<file path="config.mk">
export PLATFORM = sky130hd
export DESIGN_NAME = win_seq_ctrl
export DESIGN_NICKNAME = d
export VERILOG_FILES = /design/src/rtl/win_seq_ctrl.sv
export SDC_FILE = /design/constraint.sdc
export NUM_CORES = 1
export LEC_CHECK = 0
export ABC_AREA = 0
export CORE_AREA = 2 2 79 81
export CTS_CLUSTER_SIZE = 20
export DETAILED_ROUTE_END_ITERATION = 12
export DIE_AREA = 0 0 81 83
export PLACE_DENSITY = 0.76
export SYNTH_ARGS = -nofsm -noshare
export SYNTH_HDL_FRONTEND = slang
export SYNTH_SLANG_ARGS = --single-unit
export TNS_END_PERCENT = 1
</file>
<file path="constraint.sdc">
create_clock -name clk -period 6.3 [get_ports clk]
set_input_delay 0.63 -clock clk [delete_from_list [all_inputs] [get_ports clk]]
set_output_delay 0.63 -clock clk [all_outputs]
set_load 0.1 [all_outputs]
</file>
<file path="src/rtl/win_seq_ctrl.sv">
// Frame sequencer for the 3x3 line-buffered window generator.
// Accepts pixels from a valid/ready source and drives the window's one-hot
// state and en_1. It also tracks row and column, inserts the pad column and
// the trailing flush line, and tags window advances that carry a valid
// centre pixel.
// Optional build macro: WIN_SYNC_CHK_EN adds a sticky check that not_ready
// from the window matches the sequencer's own pad-column position.
module win_seq_ctrl #(
  parameter int unsigned LINE_W = 1024,
  parameter int unsigned ROWS   = 1024,
  parameter int unsigned CW     = $clog2(LINE_W + 1)
) (
  input  logic          clk,
  input  logic          rst_n,
  input  logic          start,
  input  logic          s_valid,
  input  logic [7:0]    s_data,
  output logic          s_ready,
  output logic [7:0]    pix_out,
  output logic          en_1,
  output logic [3:0]    state,
  input  logic          not_ready,
  output logic          out_valid,
  output logic [CW-1:0] out_row,
  output logic [CW-1:0] out_col,
  output logic          busy,
  output logic          frame_done,
  output logic          sync_err
);

  typedef enum logic [3:0] {
    ST_FILL  = 4'b0001,
    ST_RUN   = 4'b0010,
    ST_FLUSH = 4'b0100,
    ST_IDLE  = 4'b1000
  } state_e;

  state_e        state_q, state_d;
  logic [CW-1:0] col_q, col_d;
  logic [CW-1:0] row_q, row_d;
  logic          out_valid_q, out_valid_d;
  logic [CW-1:0] out_row_q, out_row_d;
  logic [CW-1:0] out_col_q, out_col_d;
  logic          frame_done_q, frame_done_d;

  logic          active;
  logic          adv;
  logic          col_wrap;
  logic          start_ok;
  logic [CW-1:0] c_prev;

  // Source handshake, window advance and column bookkeeping
  assign active   = (state_q == ST_FILL) || (state_q == ST_RUN);
  assign s_ready  = active && !not_ready;
  assign en_1     = s_valid && s_ready;
  assign pix_out  = en_1 ? s_data : 8'd0;
  assign adv      = en_1 || (active && not_ready) || (state_q == ST_FLUSH);
  assign col_wrap = (col_q == CW'(LINE_W));
  // The window's centre lags the input by one column (mod line period)
  assign c_prev   = (col_q == '0) ? CW'(LINE_W) : col_q - CW'(1);
  // A start coinciding with frame_done is dropped
  assign start_ok = (state_q == ST_IDLE) && start && !frame_done_q;

  assign state      = state_q;
  assign busy       = (state_q != ST_IDLE);
  assign out_valid  = out_valid_q;
  assign out_row    = out_row_q;
  assign out_col    = out_col_q;
  assign frame_done = frame_done_q;

  // Next-state, counter and centre-pixel tag logic
  always_comb begin
    state_d      = state_q;
    col_d        = col_q;
    row_d        = row_q;
    out_valid_d  = 1'b0;
    out_row_d    = out_row_q;
    out_col_d    = out_col_q;
    frame_done_d = 1'b0;

    if (adv) begin
      if (col_wrap) begin
        col_d = '0;
        row_d = row_q + CW'(1);
      end else begin
        col_d = col_q + CW'(1);
      end
    end

    if (adv && ((state_q == ST_RUN) || (state_q == ST_FLUSH)) &&
        (c_prev < CW'(LINE_W))) begin
      out_valid_d = 1'b1;
      out_col_d   = c_prev;
      out_row_d   = (state_q == ST_RUN) ? row_q - CW'(1) : CW'(ROWS - 1);
    end

    case (state_q)
      ST_IDLE: begin
        if (start_ok) begin
          state_d = ST_FILL;
          col_d   = '0;
          row_d   = '0;
        end
      end
      ST_FILL: begin
        if (adv && col_wrap && (row_q == '0)) state_d = ST_RUN;
      end
      ST_RUN: begin
        if (adv && col_wrap && (row_q == CW'(ROWS - 1))) begin
          state_d = ST_FLUSH;
          row_d   = '0;
        end
      end
      ST_FLUSH: begin
        if (adv && col_wrap) begin
          state_d      = ST_IDLE;
          frame_done_d = 1'b1;
        end
      end
      default: state_d = ST_IDLE;
    endcase
  end

  // State and counter registers
  always_ff @(posedge clk or negedge rst_n) begin
    if (!rst_n) begin
      state_q      <= ST_IDLE;
      col_q        <= '0;
      row_q        <= '0;
      out_valid_q  <= 1'b0;
      out_row_q    <= '0;
      out_col_q    <= '0;
      frame_done_q <= 1'b0;
    end else begin
      state_q      <= state_d;
      col_q        <= col_d;
      row_q        <= row_d;
      out_valid_q  <= out_valid_d;
      out_row_q    <= out_row_d;
      out_col_q    <= out_col_d;
      frame_done_q <= frame_done_d;
    end
  end

`ifdef WIN_SYNC_CHK_EN
  logic sync_err_q, sync_err_d;

  // Sticky flag when the window's pad indicator disagrees with col_cnt
  always_comb begin
    sync_err_d = sync_err_q;
    if (start_ok) begin
      sync_err_d = 1'b0;
    end else if (active && (not_ready != col_wrap)) begin
      sync_err_d = 1'b1;
    end
  end

  // Sync error register
  always_ff @(posedge clk or negedge rst_n) begin
    if (!rst_n) sync_err_q <= 1'b0;
    else        sync_err_q <= sync_err_d;
  end

  assign sync_err = sync_err_q;
`else
  assign sync_err = 1'b0;
`endif

endmodule

</file>
# Yosys cells after proc, flatten, opt, wreduce, memory -nomap -nowiden
# Index checks and enable logic that the tools add are counted.
[totals]
ff_bits = 50
inputBits = 13
output_inout_bits = 40
elab_cells = 62
[op_classes]
addsub = 4
order_cmp = 1
n_eq_ne = 11
mux = 20
reduce_logical = 19
[op_table]
columns = ["cell", "n"]
rows = [
  ["two-way mux 11 bit", 10],
  ["adder 11 x 1 -> 11 bit (second input constant)", 2],
  ["zero test 11 bit", 2],
  ["case mux 11 bit (2 select lines)", 1],
  ["subtractor 11 x 1 -> 11 bit (second input constant)", 2],
  ["two-way mux 4 bit", 4],
  ["case mux 4 bit (4 select lines)", 1],
  ["== test 11 x 10 -> 1 bit (second input constant)", 1],
  ["== test 11 bit (second input constant)", 1],
  ["< comparator 11 bit (second input constant)", 1],
  ["logical AND 1 bit", 10],
  ["two-way mux 8 bit", 1],
  ["!= test 2 x 1 -> 1 bit (second input constant)", 3],
  ["== test 4 x 1 -> 1 bit (second input constant)", 1],
  ["== test 4 x 2 -> 1 bit (second input constant)", 1],
  ["== test 4 x 3 -> 1 bit (second input constant)", 1],
  ["== test 4 bit (second input constant)", 1],
  ["logical OR 1 bit", 4],
  ["!= test 4 bit (second input constant)", 1],
  ["AND reduction 4 bit", 1],
  ["two-way mux 1 bit", 3],
  ["zero test 1 bit", 2],
  ["!= test 2 bit (second input constant)", 1],
]

# Depth between registers and ports, before layout
[depth]
depth_word = 10
mapped_depth = 8
ltp_nobuf = 6

# Worst setup path before layout
# Ideal clock, no wire load.
[synth_path]
path_type = "register to output"
from = "register state_q[1], in the netlist state[1]"
to = "output port pix_out[0]"
arrival_time_ps = 5692
t_required_ps = 5670
setup_slack_ps = -22
path_stages_with_launch = 5
path_buffers = 1
path_cell_list = "dfrtp_1 > clkbuf_2 > xnor2_1 > nor4_1 > and3_1"
[synth_via]
elab_chain_len = 5
elab_cells_between_ends = 6
cone_classes = "eq/ne: 2; mux: 1; reduce/logical: 3"
[synth_rtl]
columns = ["element", "line", "source"]
rows = [
  ["start: declaration", "38", "state_e state_q, state_d;"],
  ["start signal: assignment", "135", "state_q <= state_d;"],
  ["== test 4 x 1 -> 1 bit / == test 4 x 2 -> 1 bit (equally long branches)", "53", "assign active = (state_q == ST_FILL) || (state_q == ST_RUN);"],
  ["logical OR 1 bit (*)", "53", ""],
  ["logical AND 1 bit (*)", "54", "assign s_ready = active && !not_ready;"],
  ["named net s_ready", "18", "output logic s_ready,"],
  ["logical AND 1 bit (*)", "55", "assign en_1 = s_valid && s_ready;"],
  ["two-way mux 8 bit (*)", "56", "assign pix_out = en_1 ? s_data : 8'd0;"],
  ["end: declaration", "19", "output logic [7:0] pix_out,"],
]
# The timed path passes the listed nets; every way through them passes the cells marked *.

# Final worst setup path
[layout_path]
from = "input port not_ready"
to = "output port pix_out[0]"
[layout_via]
elab_chain_len = 4
[layout_rtl]
columns = ["element", "line", "source"]
rows = [
  ["start: declaration", "22", "input logic not_ready,"],
  ["zero test 1 bit", "54", ""],
  ["logical AND 1 bit", "54", ""],
  ["logical AND 1 bit", "55", ""],
  ["two-way mux 8 bit", "56", ""],
]
# Every way passes these cells.

==> qor.csv <==
stage;metric;value;unit
setup_path;crit start category;primary input;
timing;final setup TNS;0;ns
final_layout;nets;363;
clock_tree;clock slew at reported path FFs;0.10;ns
clock_tree;CTS tree;yes;
global_route;vias in the first global route;2498;
floorplan;Row Count;28;
yosys;post-synth cell types;57;
timing;hold slack;0.417;ns
final_layout;Layout Utilization;61.8;%
yosys;ys async rst share;100;%
yosys;Cells after Synth;309;
floorplan;height of the chip;83;um
route;initial DRC count;221;
placement;I/O Buffers;51;
clock_tree;CTS resizes;0;
yosys;number of flops mapped to enable cells by yosys;0;
clock_tree;hold buffer count at CTS;0;
setup_path;launching point of the worst reg2reg path;col_q[0];
route;Routed WL;7070;um
timing;Tmin final;3.68;ns
placement;post-DP HPWL;4860;um
yosys;ys flop type;dfrtp_1;
power;Sw Pwr;0.888;mW
clock_tree;Post-CTS Setup Inserts;0;
power;Flop pwr share;28.1;%
setup_path;CP cell instances;clkdlybuf4s50_1 -> nor4_2 -> and3_1 -> clkdlybuf4s50_1;
final_layout;fill count;535;
yosys;sequential area share after synthesis;41.8;%
route;TritonRoute pass-1 iters;4;
run;max_cap viols;0;
clock_tree;Max clock buf depth;2;
yosys;Yosys warning count;0;
setup_path;crit path to;pix_out[0];
final_layout;layout cells sized above 1;12.7;%
placement;RePlAce Congestion;0.858;
power;Clk pwr share;12.8;%
global_route;All-Layer GR Usage;23.0;%
route;DR vias;2582;
status;outcome;finished clean;
power;Gate power share;59.1;%
route;antenna-violating nets left;0;
final_layout;n_diodes;0;
clock_tree;Clock Sinks;50;
setup_path;Worst EP required;5.67;ns
power;leak pwr;1.52;nW
global_route;first-pass GRT wire length;12400;um
setup_path;CP max-delay cell;clkdlybuf4s50_1;
timing;Layout Skew;0.00720;ns
setup_path;Critical Path Source;not_ready;
final_layout;register area;0.00125;mm^2
clock_tree;worst skew pair latency;0.31;ns
global_route;pin count of the biggest net entering global routing;51;
setup_path;r2r setup slk;3.51;ns
setup_path;crit-path leading delay family;buffers and inverters;
setup_path;Worst Reg-to-Reg Cells;6;
hold_path;hold crit path type;primary input to asynchronous set/reset pin;
yosys;Synth Net Count;327;
timing;final hold vios;0;
setup_path;Crit path largest cell delay;1.15;ns
power;sw frac;55.5;%
yosys;Post-Synthesis Cell Area;0.00300;mm^2
power;Worst VDD drop;317;uV
timing;Finish-stage setup viols;0;
power;Cell Pwr Density;445;mW/mm^2
setup_path;critical setup path kind;primary input to primary output;
yosys;FF+latch count, synth;50;
timing;Slew Limit Fails;0;
global_route;initial antenna violation count;0;
setup_path;Crit. End Element;primary output;
final_layout;P&R area growth vs syn;19.9;%
route;Via density;6.13;
timing;Slew HR;33.8;%
setup_path;CP Max Fanout;10;
setup_path;Worst EP arrival;3.05;ns
yosys;mean post-synth cell area;9.70;um^2
floorplan;die area;0.00672;mm^2
floorplan;I/O pins;53;
floorplan;DIE WIDTH;81;um
setup_path;Worst R2R End;col_q[0];
setup_path;most used cell, CP;clkdlybuf4s50_1;
timing;worst-margin pin slew;0.990;ns
timing;Max Freq;272;MHz
floorplan;Core Area;0.00582;mm^2
clock_tree;cts bufs inserted;5;
global_route;total grt overflow;0;
power;Internal Power;0.712;mW
timing;RSZ-0062 raised after global routing;false;
final_layout;area of the multi-input gates;0.00160;mm^2
setup_path;Buf+Inv Stages, Crit Path;2;
clock_tree;root buffer cell;clkbuf_8;
setup_path;Crit path depth;4;
route;WL/cell;16.8;um
floorplan;Initial Util;51.5;%
clock_tree;H-tree levels;2;
power;Total Power Consumption;1.60;mW
route;DRC;0;
timing;final worst-path cycle share;58.4;%
[registers in the layout, summed over array words and instances (netlist names)]
signal	cells
col_q	11
frame_done	1
out_col	11
out_row	11
out_valid	1
row_q	11
state	4
[cells in the mapped netlist (2+ instances only)]
library cell	count	area (um^2)
a211oi_1	4	30.0
a21oi_1	13	65.1
a31oi_1	3	18.8
and2_1	4	25.0
and3_1	13	81.3
and4_1	3	26.3
buf_2	5	25.0
buf_4	3	22.5
buf_6	2	22.5
clkbuf_1	12	45.0
dfrtp_1	49	1230
ha_1	5	62.6
inv_1	10	37.5
mux2_2	20	225
mux2i_1	2	20.0
nand2_1	21	78.8
nand2b_1	2	12.5
nand3_1	16	80.1
nand4_1	8	50.1
nor2_1	9	33.8
nor2b_1	2	12.5
nor3_1	3	15.0
nor4_1	5	31.3
nor4b_1	3	26.3
o211ai_1	2	15.0
o21ai_0	15	75.1
o22ai_1	3	18.8
o311ai_0	5	43.8
o31ai_1	8	60.1
o41ai_1	5	43.8
or3_1	15	93.8
or4_1	4	30.0
or4b_2	2	20.0
xnor2_1	8	70.1
xor2_1	3	26.3
[cell families (layout without fill, tap and decap cells)]
logic type                 after synthesis  after routing  synth area share [%]
other                                    1              1                 0.125
buffers and inverters                   34             71                  5.38
AOI/OAI and AO/OA                       67             67                  15.7
muxes                                   22             22                  8.18
adders and majority gates                5              5                  2.09
xor gates and xnor gates                11             11                  3.21
and+or+nand+nor                        119            119                  23.6
DFF                                     50             50                  41.8
[layout make-up]
class / instances / area share, %
clock inverters: 3 / 0.731
well taps: 75 / 2.61
flip-flops and latches: 50 / 34.8
repair buffers: 53 / 14.5
inverters: 10 / 1.04
multi-input cells: 225 / 44.4
clock buffers: 5 / 1.91
[cell usage in the layout, fill, tap and decap left out, types with 3 or more instances in the layout]
| master | n |
|---|---|
| clkdlybuf4s50_1 | 50 |
| dfrtp_1 | 49 |
| nand2_1 | 21 |
| mux2_2 | 20 |
| nand3_1 | 16 |
| o21ai_0 | 15 |
| or3_1 | 15 |
| and3_1 | 13 |
| a21oi_1 | 13 |
| inv_1 | 10 |
| nor2_1 | 9 |
| xnor2_1 | 8 |
| nand4_1 | 8 |
| o31ai_1 | 8 |
| o41ai_1 | 5 |
| o311ai_0 | 5 |
| ha_1 | 5 |
| clkbuf_8 | 5 |
| and2_1 | 4 |
| or4_1 | 4 |
| a211oi_1 | 4 |
| nor4_1 | 4 |
| and4_1 | 3 |
| o22ai_1 | 3 |
| a31oi_1 | 3 |
| xor2_1 | 3 |
| nor3_1 | 3 |
| inv_6 | 3 |
[metal layers]
metal	up-vias	GRT usage [%]	wire length, um
met4	0	4.01	48
met3	4	4.13	275
li1	1231	-	-
met1	1280	31.8	3070
met5	-	0	0
met2	67	38.2	3670
[metrics by stage]
stage,worst slack [ns],cell area (um^2),std cells
2_1_floorplan,1.43,3000,309
3_3_place_gp,2.71,3500,413
3_5_place_dp,2.61,3500,413
4_1_cts,2.61,3600,421
5_1_grt,2.47,3600,421
6_report,2.62,3600,421
[power by group through the flow]
stage	Sequential [mW]	Clock [mW]	Combinational (mW)
after floorplan	0.877	0	0.317
after global routing	0.464	0.221	0.988
after detailed placement	0.457	0	0.949
after CTS	0.451	0.208	0.951
after global placement	0.452	0	0.941
final	0.449	0.204	0.946
[worst min path at each step]
stage | end | slack, ns | cells past startpoint
after global placement | out_col[10] | 0.49 | 1
after CTS | frame_done | 0.45 | 2
after detailed placement | out_col[10] | 0.49 | 1
after global routing | frame_done | 0.47 | 2
final | frame_done | 0.42 | 2
after floorplan | col_q[0] | 0.33 | 0
(Power assumes the default switching activity.)
